### src/rtl/bcd_pkg.sv
// Shared definitions for the sequential binary-to-BCD converter.
package bcd_pkg;

  typedef enum logic [1:0] {
    IDLE = 2'd0,
    CONV = 2'd1,
    DONE = 2'd2
  } state_t;

  localparam int BCD_DIGIT_W    = 4;
  localparam int ADD3_THRESHOLD = 4;

  // True when DIGITS decimal digits can hold every W-bit unsigned value.
  function automatic bit digits_fit(input int unsigned w, input int unsigned d);
    longint unsigned p10;
    longint unsigned maxv;
    p10 = 64'd1;
    for (int unsigned i = 0; i < d; i++) begin
      p10 = p10 * 64'd10;
    end
    maxv = (64'd1 << w) - 64'd1;
    return p10 > maxv;
  endfunction

endpackage

### src/rtl/bcd_digit_adj.sv
// Double-dabble digit correction: add 3 to a BCD digit above the threshold.
module bcd_digit_adj
  import bcd_pkg::*;
(
  input  logic [BCD_DIGIT_W-1:0] i_digit,
  output logic [BCD_DIGIT_W-1:0] o_digit
);

  // Pass through small digits, otherwise add 3 (wraps mod 16).
  always_comb begin
    o_digit = i_digit;
    if (i_digit > BCD_DIGIT_W'(ADD3_THRESHOLD)) begin
      o_digit = i_digit + BCD_DIGIT_W'(3);
    end
  end

endmodule

### src/rtl/bin_to_bcd_seq.sv
// Sequential shift-and-add-3 binary to packed BCD converter, one bit per cycle.
module bin_to_bcd_seq
  import bcd_pkg::*;
#(
  parameter int W      = 16,
  parameter int DIGITS = 5
) (
  input  logic                  clk,
  input  logic                  rst,
  input  logic                  start,
  input  logic [W-1:0]          bin,
  input  logic                  is_signed,
  output logic                  busy,
  output logic                  done,
  output logic [4*DIGITS-1:0]   bcd,
  output logic                  neg
);

  localparam int SW = BCD_DIGIT_W * DIGITS;
  localparam int CW = $clog2(W + 1);

  if (W < 4) begin : g_w_err
    $error("bin_to_bcd_seq: W must be at least 4");
  end
  if (!digits_fit(W, DIGITS)) begin : g_digits_err
    $error("bin_to_bcd_seq: DIGITS too small for W-bit input");
  end

  state_t          r_state;
  logic [W-1:0]    r_sr;
  logic [SW-1:0]   r_scratch;
  logic [CW-1:0]   r_cnt;
  logic            r_sign;
  logic            r_busy;
  logic            r_done;
  logic [SW-1:0]   r_bcd;
  logic            r_neg;

  logic [SW-1:0]   w_adj;
  logic [SW-1:0]   w_scratch_nxt;
  logic [W-1:0]    w_sr_nxt;
  logic [W-1:0]    w_mag;
  logic            w_sign;

  for (genvar g = 0; g < DIGITS; g++) begin : g_adj
    bcd_digit_adj u_adj (
      .i_digit (r_scratch[g*BCD_DIGIT_W +: BCD_DIGIT_W]),
      .o_digit (w_adj[g*BCD_DIGIT_W +: BCD_DIGIT_W])
    );
  end

  // Next shift step and input magnitude/sign.
  always_comb begin
    w_scratch_nxt = {w_adj[SW-2:0], r_sr[W-1]};
    w_sr_nxt      = {r_sr[W-2:0], 1'b0};
    w_sign        = is_signed & bin[W-1];
    w_mag         = w_sign ? (~bin + {{(W-1){1'b0}}, 1'b1}) : bin;
  end

  // Control FSM with datapath and registered outputs.
  always_ff @(posedge clk) begin
    if (rst) begin
      r_state   <= IDLE;
      r_sr      <= '0;
      r_scratch <= '0;
      r_cnt     <= '0;
      r_sign    <= 1'b0;
      r_busy    <= 1'b0;
      r_done    <= 1'b0;
      r_bcd     <= '0;
      r_neg     <= 1'b0;
    end else begin
      r_done <= 1'b0;
      case (r_state)
        IDLE, DONE: begin
          if (start) begin
            r_sr      <= w_mag;
            r_scratch <= '0;
            r_cnt     <= CW'(W);
            r_sign    <= w_sign;
            r_busy    <= 1'b1;
            r_state   <= CONV;
          end else begin
            r_state <= IDLE;
          end
        end
        CONV: begin
          r_scratch <= w_scratch_nxt;
          r_sr      <= w_sr_nxt;
          r_cnt     <= r_cnt - CW'(1);
          if (r_cnt == CW'(1)) begin
            r_state <= DONE;
            r_busy  <= 1'b0;
            r_done  <= 1'b1;
            r_bcd   <= w_scratch_nxt;
            r_neg   <= r_sign;
          end
        end
        default: begin
          r_state <= IDLE;
          r_busy  <= 1'b0;
        end
      endcase
    end
  end

  assign busy = r_busy;
  assign done = r_done;
  assign bcd  = r_bcd;
  assign neg  = r_neg;

endmodule

### config.mk
export PLATFORM = sky130hd
export DESIGN_NAME = bin_to_bcd_seq
export DESIGN_NICKNAME = d
export VERILOG_FILES = /design/src/rtl/bcd_pkg.sv /design/src/rtl/bcd_digit_adj.sv /design/src/rtl/bin_to_bcd_seq.sv
export SDC_FILE = /design/constraint.sdc
export NUM_CORES = 1
export LEC_CHECK = 0
export ABC_AREA = 1
export ABC_CLOCK_PERIOD_IN_PS = 1400
export BUFFER_PORTS_ARGS = -buffer_cell sky130_fd_sc_hd__buf_4
export CAP_MARGIN = 25
export CORE_MARGIN = 2
export CORE_UTILIZATION = 53
export CTS_CLUSTER_SIZE = 24
export DETAILED_ROUTE_END_ITERATION = 10
export PLACE_DENSITY = 0.76
export SLEW_MARGIN = 0
export SYNTH_ARGS = -nofsm -noshare
export SYNTH_HDL_FRONTEND = slang
export SYNTH_HIERARCHICAL = 1
export SYNTH_SLANG_ARGS = --single-unit
### constraint.sdc
create_clock -name clk -period 1.4 [get_ports clk]
set_clock_uncertainty 0.05 [all_clocks]
set_input_delay 0.07 -clock clk [delete_from_list [all_inputs] [get_ports clk]]
set_output_delay 0.07 -clock clk [all_outputs]
set_load 0.01 [all_outputs]
**After elaboration in Yosys (flattened, before gate mapping)**

Index checks and enable logic that the tools add are counted.

- $add $sub $neg: 7
- $lt $le $gt $ge: 5
- Equality and inequality tests: 5
- Mux-type cells: 19
- Bitwise gates (word level): 3
- Reductions and logical operators: 8

Operators with widths:

| cell | count |
|---|---|
| 20-bit one-hot mux with 2 select lines | 1 |
| 16-bit two-way mux | 2 |
| 16-bit one-hot mux with 2 select lines | 1 |
| 4-bit by 3-bit greater-than comparator with 1-bit output (second input constant) | 5 |
| 20-bit two-way mux | 1 |
| 16-bit by 1-bit adder with 16-bit output (second input constant) | 1 |
| 4-bit by 2-bit adder with 4-bit output (second input constant) | 4 |
| 4-bit two-way mux | 4 |
| 16-bit NOT | 1 |
| 5-bit one-hot mux with 2 select lines | 1 |
| 2-bit AND reduction | 4 |
| 5-bit by 1-bit equality test with 1-bit output (second input constant) | 1 |
| 5-bit two-way mux | 1 |
| 5-bit by 1-bit subtractor with 5-bit output (second input constant) | 1 |
| 1-bit two-way mux | 4 |
| 2-bit inequality test (second input constant) | 2 |
| 2-bit one-hot mux with 2 select lines | 1 |
| 2-bit OR reduction | 2 |
| 3-bit by 2-bit adder with 3-bit output (second input constant) | 1 |
| 3-bit two-way mux | 1 |
| 2-bit by 1-bit equality test with 1-bit output (second input constant) | 1 |
| 2-bit equality test (second input constant) | 1 |
| 2-bit zero test | 1 |
| 2-bit two-way mux | 1 |
| 4 further kinds | 4 |

- Register bits after elaboration: 67

**Longest topological paths before layout**

Gate-level depths: netlist of run 1.

- Depth after elaboration: 5
- Gate-level depth with buffers: 9
- Mapped depth without buffers: 9

**Hierarchy**

Netlist of run 1, hierarchy kept.

Modules (own cells, without submodules):

| module | times used | cells each | area each (µm²) | sequential area each (µm²) |
|---|---|---|---|---|
| bin_to_bcd_seq | 1 | 419 | 2951.6 | 1341.3 |
| bcd_digit_adj | 5 | 29 | 133.9 | 0.0 |

**Least setup slack after synthesis of run 1**

OpenSTA, ideal clock, no wires.

- Kind: register to register
- Start point: reg r_cnt[1]
- End point: reg r_bcd[16], in the netlist bcd[16]
- Arrival time: 1.112 ns
- Data required time: 1.237 ns
- Setup slack: 0.126 ns
- Cell stages (with the launch flop): 8
- Path buffers: 1
- Period minus slack after synthesis: 1.274 ns
- Cells stage by stage: dfxtp_1 > inv_1 > ha_1 > nor3b_4 > nand2_2 > buf_2 > nand3_1 > nand2_1

- Cells in the longest elaborated chain, start to end: 2

RTL lines:

| what | line | text |
|---|---|---|
| start, declared | bin_to_bcd_seq.sv:32 | `logic [CW-1:0] r_cnt;` |
| start signal, assigned | bin_to_bcd_seq.sv:79 | `r_cnt <= CW'(W);` |
| start signal, assigned | bin_to_bcd_seq.sv:90 | `r_cnt <= r_cnt - CW'(1);` |
| 5-bit by 1-bit equality test with 1-bit output | bin_to_bcd_seq.sv:91 | `if (r_cnt == CW'(1)) begin` |
| 2-bit AND reduction (no line) | n/a |  |
| end signal, assigned | bin_to_bcd_seq.sv:95 | `r_bcd <= w_scratch_nxt;` |
| end, declared | bin_to_bcd_seq.sv:36 | `logic [SW-1:0] r_bcd;` |

No other way between the ends.
A chain may end at the register's enable or synchronous reset.

**Worst setup path after layout of run 1**

- Start point: reg r_cnt[0]
- End point: reg r_bcd[8], in the netlist bcd[8]

Same word-level chain as after synthesis.

==> run_results.csv, run 1 <==
group,metric,value,unit
critical_path,path_common_cell,"nand2_1",
cts,cts.sinks,67,
run_status,outcome,"completed",
critical_path,crit_type,"reg -> reg",
timing,maxSlewViolCount,0,
synth,ys_warn_count,6,
critical_path,slowest_delay,0.37,ns
synth,synth_cells,558,
global_route,antenna_found_initial,0,
cts,cts-root-buf,"clkbuf_8",
critical_path,end_kind,"flop",
critical_path,critPathBufInv,1,
global_route,grt_pass1_wl,14200,um
critical_path,required,1.64,ns
timing,fin_ws,0.0250,ns
synth,synth.cell_area,0.00360,mm^2
floorplan,start_util,0.538,
global_route,grt_use_total,0.234,
cts,cts-htree-levels,3,
timing,rsz0062_at_grt,"true",
cts,cts_max_path_buffers,2,
timing,setup_viol_count_final,0,
layout,area_growth,21.6,%
floorplan,core_area,0.00668,mm^2
place,io_buffers,42,
timing,timing.final.hold_violations,0,
pwr,p_leak,2.04,nW
cts,path_clk_slew,0.07,ns
global_route,overflow,0,
timing,fin_tns_setup,0,ns
floorplan,die_width,86.4,um
critical_path,path_max_fanout,13,
layout,final_cell_count_no_fill,696,
critical_path,startpoint_type,"flop",
run,maxCapViolations,0,
pwr,power.total,4.09,mW
routing,avgViaCountPerCell,5.21,
routing,finalWirelength,8410,um
timing,fin_crit,1.37,ns
pwr,powerDensity,936,mW/mm^2
critical_path,cp.arrival,1.61,ns
floorplan,io-pin-count,43,
cts,clock_latency,0.35,ns
pwr,peakVddDrop,0.536,mV
critical_path,path_cells,"ha_4 -> nor3b_4 -> nand2_2 -> nor2_4 -> buf_12 -> nand2_1 -> nand2_1",
routing,drcViolationCount,0,
min_path,hp-class,"in -> reg",
place,dp_cells,678,
cts,cts_tree,"done",
layout,antennaDiodeCount,0,
routing,drtIter0Drc,185,
routing,antenna_left,0,
critical_path,crit_family,"simple AND/OR/NAND/NOR gates",
place,place_congestion,0.863,
timing,worst_slew_pin_slew,0.719,ns
layout,final_nets,646,
layout,final_area,0.00437,mm^2
layout,drive_gt1_frac,0.205,
place,dp_hpwl,5850,um
layout,finish.utilization,0.654,
timing,max_freq,0.727,GHz
layout,fillers,587,
timing,hold_ws,0.00727,ns
floorplan,die_height,86.4,um
synth,synth_fp_nets,591,
place,dpl_worst_slack,0.0264,ns
synth,syn_avg_cell_area,6.45,um^2
floorplan,rows,30,
timing,period_share,0.982,
global_route,grt_max_degree,36,
timing,slew_headroom,0.520,
critical_path,crit_slowest_cell,"dfxtp_4",
routing,drtPass1Iterations,5,
place,place_area,0.00407,mm^2
routing,num_vias,3627,
cts,cts_buffers,9,
global_route,grt_pass1_vias,3335,
floorplan,fp.dieArea,0.00746,mm^2
routing,wl_per_cell,12.1,um
-- placed cells by master (no fill, tap or decap) --
cell type      count
nand2_1          179
clkinv_2           2
buf_6              1
nor2_1            28
nor3_1             2
ha_2               4
o211ai_1           2
ha_4               1
a31oi_1            6
nor2_2             1
dfxtp_1           59
inv_1             75
nand3b_1           1
a21oi_1           35
ha_1               8
a211oi_1           1
nor2_4             2
nand4_1            1
inv_2              8
dfxtp_4            1
o21ai_2            1
o21ai_1            2
nand3_1           67
clkinv_1           1
dfxtp_2            7
clkbuf_1           1
buf_12             2
o21bai_1           3
o21ai_0            6
dlygate4sd3_1      3
clkbuf_8          10
o22ai_1           10
nand2_2           24
nor3b_4            1
buf_4             58
bufinv_16          1
a21oi_2            2
-- area by class of cell --
class	instances	area, um^2	share of cell area
clock buffers	11	141	0.0323
inverters	84	315	0.0721
multi-input cells	387	1910	0.436
well taps	80	100	0.0229
repair buffers	64	517	0.118
flip-flops and latches	67	1350	0.310
clock inverters	3	40.0	0.00916
-- sequential cells by signal, summed over array words and instances (netlist names) --
register / flops
busy: 1
r_sr: 16
r_sign: 1
r_scratch: 20
neg: 1
bcd: 20
r_state: 2
r_cnt: 5
done: 1
-- repair_timing --
item | CTS | global route
hold buffers | 3 | 0
buffers inserted | 0 | 1
hold endpoints to repair | 11 | 0
gates resized for setup | 0 | 39
setup endpoints to repair | 0 | 54
-- metal layers --
metal,wire [um],vias to the layer above,track usage
li1,-,1866,-
met1,3620,1655,0.264
met2,4260,88,0.420
met3,334,18,0.0467
met4,197,0,0.115
met5,0,-,0
-- report_power, final --
group / internal [mW] / total (mW) / switching (mW)
Clock: 0.846 / 1.54 / 0.692
Sequential: 1.97 / 2.00 / 0.0323
Combinational: 0.219 / 0.556 / 0.337
Total: 3.03 / 4.09 / 1.06
-- worst register-to-register path, delay by kind of cell, from the launching register on --
kind,cells,cell delay [ns]
simple gates,5,0.61
flops,1,0.37
buf+inv,1,0.16
fa+ha+maj,1,0.12
-- path summary, 6_finish.rpt --
check	from	slack [ns]	depth (start not counted)	end
worst min register to register	bcd[10]	0.42	2	bcd[10]
worst max register to register	r_cnt[0]	0.03	7	bcd[8]
worst min-delay path	rst	0.007	4	bcd[3]
worst max-delay path	r_cnt[0]	0.03	7	bcd[8]
No activity file was read; power rests on OpenSTA's default activity.
==> run 2: changes to the inputs <==
--- a/config.mk
+++ b/config.mk
@@ -5,12 +5,11 @@
 export SDC_FILE = /design/constraint.sdc
 export NUM_CORES = 1
 export LEC_CHECK = 0
-export ABC_AREA = 1
 export ABC_CLOCK_PERIOD_IN_PS = 1400
 export BUFFER_PORTS_ARGS = -buffer_cell sky130_fd_sc_hd__buf_4
 export CAP_MARGIN = 25
 export CORE_MARGIN = 2
-export CORE_UTILIZATION = 53
+export CORE_UTILIZATION = 52
 export CTS_CLUSTER_SIZE = 24
 export DETAILED_ROUTE_END_ITERATION = 10
 export PLACE_DENSITY = 0.76
==> run_results.csv, run 2 <==
group,metric,value,unit
timing,maxSlewViolCount,0,
cts,cts_buffers,9,
pwr,peakVddDrop,0.761,mV
critical_path,critPathBufInv,2,
critical_path,cp.arrival,1.71,ns
timing,worst_slew_pin_slew,0.427,ns
synth,synth_cells,401,
pwr,powerDensity,956,mW/mm^2
routing,drcViolationCount,0,
floorplan,start_util,0.536,
global_route,antenna_found_initial,0,
critical_path,required,1.62,ns
pwr,p_comb_frac,0.148,
floorplan,die_height,84.7,um
synth,synth.cell_area,0.00338,mm^2
global_route,grt_pass1_wl,13200,um
pwr,p_switching,1.12,mW
layout,final_cell_count_no_fill,561,
pwr,pwr-share-clk,0.391,
pwr,internal-power,3.27,mW
global_route,grt_use_total,0.224,
cts,cts-htree-levels,3,
floorplan,core_area,0.00631,mm^2
layout,antennaDiodeCount,0,
cts,cts.sinks,67,
timing,fin_crit,1.49,ns
layout,final_cell_mix,"buf_4, dfxtp_1, nand2_1",
routing,num_vias,3189,
timing,rsz0062_at_grt,"true",
critical_path,r2r_slack,-0.09,ns
layout,final_nets,512,
cts,clock_latency,0.34,ns
critical_path,rr_worst_depth,7,
cts,cts-root-buf,"clkbuf_8",
min_path,holdCritStartpoint,"rst",
critical_path,path_cells,"inv_2 -> ha_4 -> nor4b_4 -> and2_4 -> buf_8 -> nand2_1 -> a21oi_2",
global_route,grt_pass1_vias,2911,
run,maxCapViolations,0,
layout,area_growth,35.9,%
min_path,hold_path_end,"r_scratch[2]",
critical_path,crit_slowest_cell,"dfxtp_2",
layout,finish.utilization,0.728,
floorplan,rows,29,
cts,cts_max_path_buffers,2,
timing,timing.final.hold_violations,0,
global_route,overflow,0,
cts,path_clk_slew,0.07,ns
timing,period_share,1.06,
pwr,power.total,4.40,mW
critical_path,crit_family,"simple AND/OR/NAND/NOR gates",
critical_path,crit_type,"reg -> reg",
synth,ys_warn_count,6,
timing,fin_ws,-0.0878,ns
routing,avgViaCountPerCell,5.68,
routing,finalWirelength,8490,um
routing,drtIter0Drc,167,
pwr,swShare,0.255,
timing,max_freq,0.672,GHz
timing,hold_ws,0.00952,ns
critical_path,end_kind,"flop",
cts,cts_tree,"done",
place,dp_cells,528,
synth,syn_avg_cell_area,8.44,um^2
floorplan,fp.dieArea,0.00717,mm^2
min_path,hold_depth,2,
global_route,grt_max_degree,49,
place,dp_hpwl,5200,um
critical_path,path_max_fanout,10,
synth,synth_fp_nets,434,
critical_path,rr_endpoint,"bcd[18]",
min_path,hp-class,"in -> reg",
place,place_area,0.00394,mm^2
layout,final_area,0.00460,mm^2
timing,setup_viol_count_final,20,
routing,drtPass1Iterations,5,
critical_path,slowest_delay,0.33,ns
routing,wl_per_cell,15.1,um
run_status,violations,"setup timing",
pwr,p_leak,1.80,nW
pwr,seqPwrFrac,0.461,
routing,antenna_left,0,
critical_path,r2r_start,"r_cnt[1]",
layout,drive_gt1_frac,0.374,
timing,slew_headroom,0.715,
place,place_congestion,0.823,
floorplan,die_width,84.7,um
place,io_buffers,42,
floorplan,io-pin-count,43,
critical_path,startpoint_type,"flop",
run_status,outcome,"finished with violations",
layout,final_common_cell,"buf_4",
## run 2: layout make-up
class / instances / area (um^2)
clock buffer: 11 / 131
multi-input combinational: 286 / 2060
fill: 462 / 1720
tap: 77 / 96.3
timing repair buffer: 91 / 776
sequential: 67 / 1360
clock inverter: 5 / 77.6
inverter: 24 / 97.6
## run 2: metal layers
metal | track usage | up-vias | wire [um]
met2 | 0.380 | 73 | 4390
met5 | 0 | - | 0
met4 | 0.0823 | 0 | 112
met3 | 0.0334 | 9 | 315
met1 | 0.289 | 1546 | 3670
li1 | - | 1561 | -
## run 2: worst max path at each step
stage                     cells past startpoint             to        from
after detailed placement                      5  r_scratch[13]  r_state[0]
final                                         7        bcd[18]    r_cnt[1]
after global routing                          7        bcd[18]    r_cnt[1]
after global placement                        5   r_scratch[9]  r_state[0]
after CTS                                     6   r_scratch[5]  r_state[1]
after floorplan                               6        bcd[19]    r_cnt[0]
## run 2: metrics by stage
stage / setup slack [ns] / TNS [ns]
2_1_floorplan: 0.00522 / 0
3_3_place_gp: 0.00242 / 0
3_5_place_dp: -0.0367 / -0.468
4_1_cts: 0.00133 / 0
5_1_grt: -0.151 / -2.39
6_report: -0.0878 / -0.286
## run 2: timing repair
action | 4_1_cts | 5_1_grt
pin swaps | 10 | 30
setup buffers | 4 | 7
endpoints found under the hold margin | 5 | 0
hold buffers | 5 | 0
endpoints found under the setup margin | 54 | 57
cloned | 1 | 0
gates resized for setup | 18 | 76
## run 2: power by group through the flow
stage | sequential [mW] | combinational [mW] | clock, mW
final | 2.03 | 0.651 | 1.72
after global routing | 2.03 | 0.709 | 1.84
after CTS | 2.02 | 0.582 | 1.74
after detailed placement | 2.06 | 0.539 | 0
after global placement | 2.05 | 0.526 | 0
after floorplan | 2.05 | 0.342 | 0
==> run 3: changes to the inputs <==
--- a/config.mk
+++ b/config.mk
@@ -5,14 +5,14 @@
 export SDC_FILE = /design/constraint.sdc
 export NUM_CORES = 1
 export LEC_CHECK = 0
-export ABC_CLOCK_PERIOD_IN_PS = 1400
+export ABC_CLOCK_PERIOD_IN_PS = 1700
 export BUFFER_PORTS_ARGS = -buffer_cell sky130_fd_sc_hd__buf_4
 export CAP_MARGIN = 25
 export CORE_MARGIN = 2
-export CORE_UTILIZATION = 52
+export CORE_UTILIZATION = 58
 export CTS_CLUSTER_SIZE = 24
 export DETAILED_ROUTE_END_ITERATION = 10
-export PLACE_DENSITY = 0.76
+export PLACE_DENSITY = 0.8
 export SLEW_MARGIN = 0
 export SYNTH_ARGS = -nofsm -noshare
 export SYNTH_HDL_FRONTEND = slang
==> constraint.sdc (replaced) <==
create_clock -name clk -period 1.7 [get_ports clk]
set_clock_uncertainty 0.05 [all_clocks]
set_input_delay 0.085 -clock clk [delete_from_list [all_inputs] [get_ports clk]]
set_output_delay 0.085 -clock clk [all_outputs]
set_load 0.01 [all_outputs]
==> run_results.csv, run 3 (same netlist as run 2, synthesis figures left out) <==
group,metric,value,unit
global_route,antenna_found_initial,0,
cts,cts_setup_buffers,0,
min_path,hp-class,"in -> reg",
critical_path,crit_slowest_cell,"dlygate4sd3_1",
routing,antenna_left,0,
pwr,peakVddDrop,0.606,mV
pwr,internal-power,2.66,mW
routing,finalWirelength,7200,um
layout,area_growth,18.1,%
timing,hold_ws,0.00651,ns
pwr,p_leak,1.57,nW
timing,maxSlewViolCount,0,
critical_path,path_cells,"dlygate4sd3_1 -> buf_4 -> inv_1 -> ha_1 -> nor2b_2 -> a31oi_1 -> xnor2_1 -> o22ai_1",
floorplan,fp.dieArea,0.00646,mm^2
floorplan,io-pin-count,43,
timing,setup_viol_count_final,0,
floorplan,rows,27,
pwr,seqPwrFrac,0.471,
cts,cts.sinks,67,
routing,avgViaCountPerCell,5.73,
cts,clock_latency,0.34,ns
place,io_buffers,42,
critical_path,slowest_delay,0.54,ns
global_route,overflow,0,
cts,cts_buffers,9,
timing,period_share,0.951,
layout,final_cell_mix,"dfxtp_1, buf_4, nand2_1",
pwr,swShare,0.249,
cts,cts_max_path_buffers,2,
timing,rsz0062_at_grt,"true",
floorplan,core_area,0.00557,mm^2
timing,max_freq,0.619,GHz
run,maxCapViolations,0,
floorplan,die_width,80.4,um
timing,slew_headroom,0.663,
timing,fin_crit,1.62,ns
layout,fillers,453,
critical_path,crit_type,"in -> reg",
place,dp_hpwl,5040,um
pwr,power.total,3.54,mW
cts,path_clk_slew,0.06,ns
global_route,grt_pass1_vias,2685,
floorplan,start_util,0.607,
cts,cts-root-buf,"clkbuf_8",
global_route,grt_pass1_wl,12200,um
routing,drcViolationCount,0,
place,dp_cells,501,
cts,cts-htree-levels,3,
global_route,grt_max_degree,41,
layout,final_cell_count_no_fill,519,
timing,worst_slew_pin_slew,0.505,ns
layout,final_nets,475,
routing,wl_per_cell,13.9,um
pwr,powerDensity,885,mW/mm^2
routing,drtPass1Iterations,5,
place,dpl_worst_slack,0.171,ns
layout,drive_gt1_frac,0.197,
timing,fin_ws,0.0838,ns
cts,cts_tree,"done",
pwr,p_comb_frac,0.115,
critical_path,end_kind,"flop",
timing,timing.final.hold_violations,0,
critical_path,required,1.86,ns
critical_path,cp.arrival,1.77,ns
layout,antennaDiodeCount,0,
pwr,pwr-share-clk,0.414,
routing,num_vias,2974,
routing,drtIter0Drc,148,
global_route,grt_use_total,0.242,
critical_path,path_max_fanout,4,
critical_path,startpoint_type,"input port",
run_status,outcome,"completed",
layout,final_common_cell,"dfxtp_1",
floorplan,die_height,80.4,um
place,place_congestion,0.821,
pwr,p_switching,0.880,mW
-- run 3: cell count changes in the layout (fill, tap and decap cells not counted), sizes merged --
cell	previous run	this run
dlygate4sd3	5	2
clkinvlp	1	0
clkbuf	11	12
buf	86	52
-- run 3: routing by layer --
metal | part of all wire | global-route usage
met2 | 0.47 | 0.386
met5 | 0 | 0
met4 | 0.014 | 0.102
met1 | 0.47 | 0.318
met3 | 0.049 | 0.0483
-- run 3: power groups by stage --
stage               registers (mW)  clock network [mW]  logic (mW)
global placement              1.70                   0       0.392
floorplan                     1.69                   0       0.282
detailed placement            1.70                   0       0.399
finish                        1.66                1.47       0.406
global route                  1.67                1.55       0.447
CTS                           1.66                1.48       0.405
-- run 3: what timing repair did --
| action | in CTS | in global routing |
|---|---|---|
| setup endpoints to repair | 0 | 6 |
| gates resized for setup | 0 | 3 |
| endpoints found under the hold margin | 2 | 0 |
| hold buffers | 2 | 0 |
-- run 3: metrics by stage --
step	area, um^2	util	setup TNS (ns)
detailed placement	3750	0.673	0
CTS	3990	0.716	0
floorplan	3380	-	0
global route	4000	0.717	-0.0401
global placement	3750	0.673	0
finish	4000	0.717	0
-- run 3: area by class of cell --
cell class | count | area (um^2) | share of cell area
Multi-Input combinational cell | 286 | 1830 | 0.458
Tap cell | 72 | 90.1 | 0.0225
Timing Repair Buffer | 54 | 423 | 0.106
Clock inverter | 4 | 73.8 | 0.0185
Sequential cell | 67 | 1340 | 0.336
Clock buffer | 12 | 145 | 0.0363
Inverter | 24 | 90.1 | 0.0225
-- run 3: final timing paths --
path	from	endpoint	slack, ns	depth (start not counted)
hold / removal	bin[13]	r_sr[13]	0.007	3
hold reg to reg	bcd[12]	bcd[12]	0.40	2
setup reg to reg	r_cnt[0]	bcd[7]	0.17	6
setup / recovery	bin[0]	r_sr[10]	0.08	8
-- run 3: critical path, delay by kind of cell --
family | cells | cell delay (ns)
buffers and inverters | 3 | 0.76
AND/OR/NAND/NOR | 1 | 0.24
XOR/XNOR | 1 | 0.23
AO/OA/AOI/OAI | 2 | 0.26
adder cells (fa/ha/maj) | 1 | 0.20
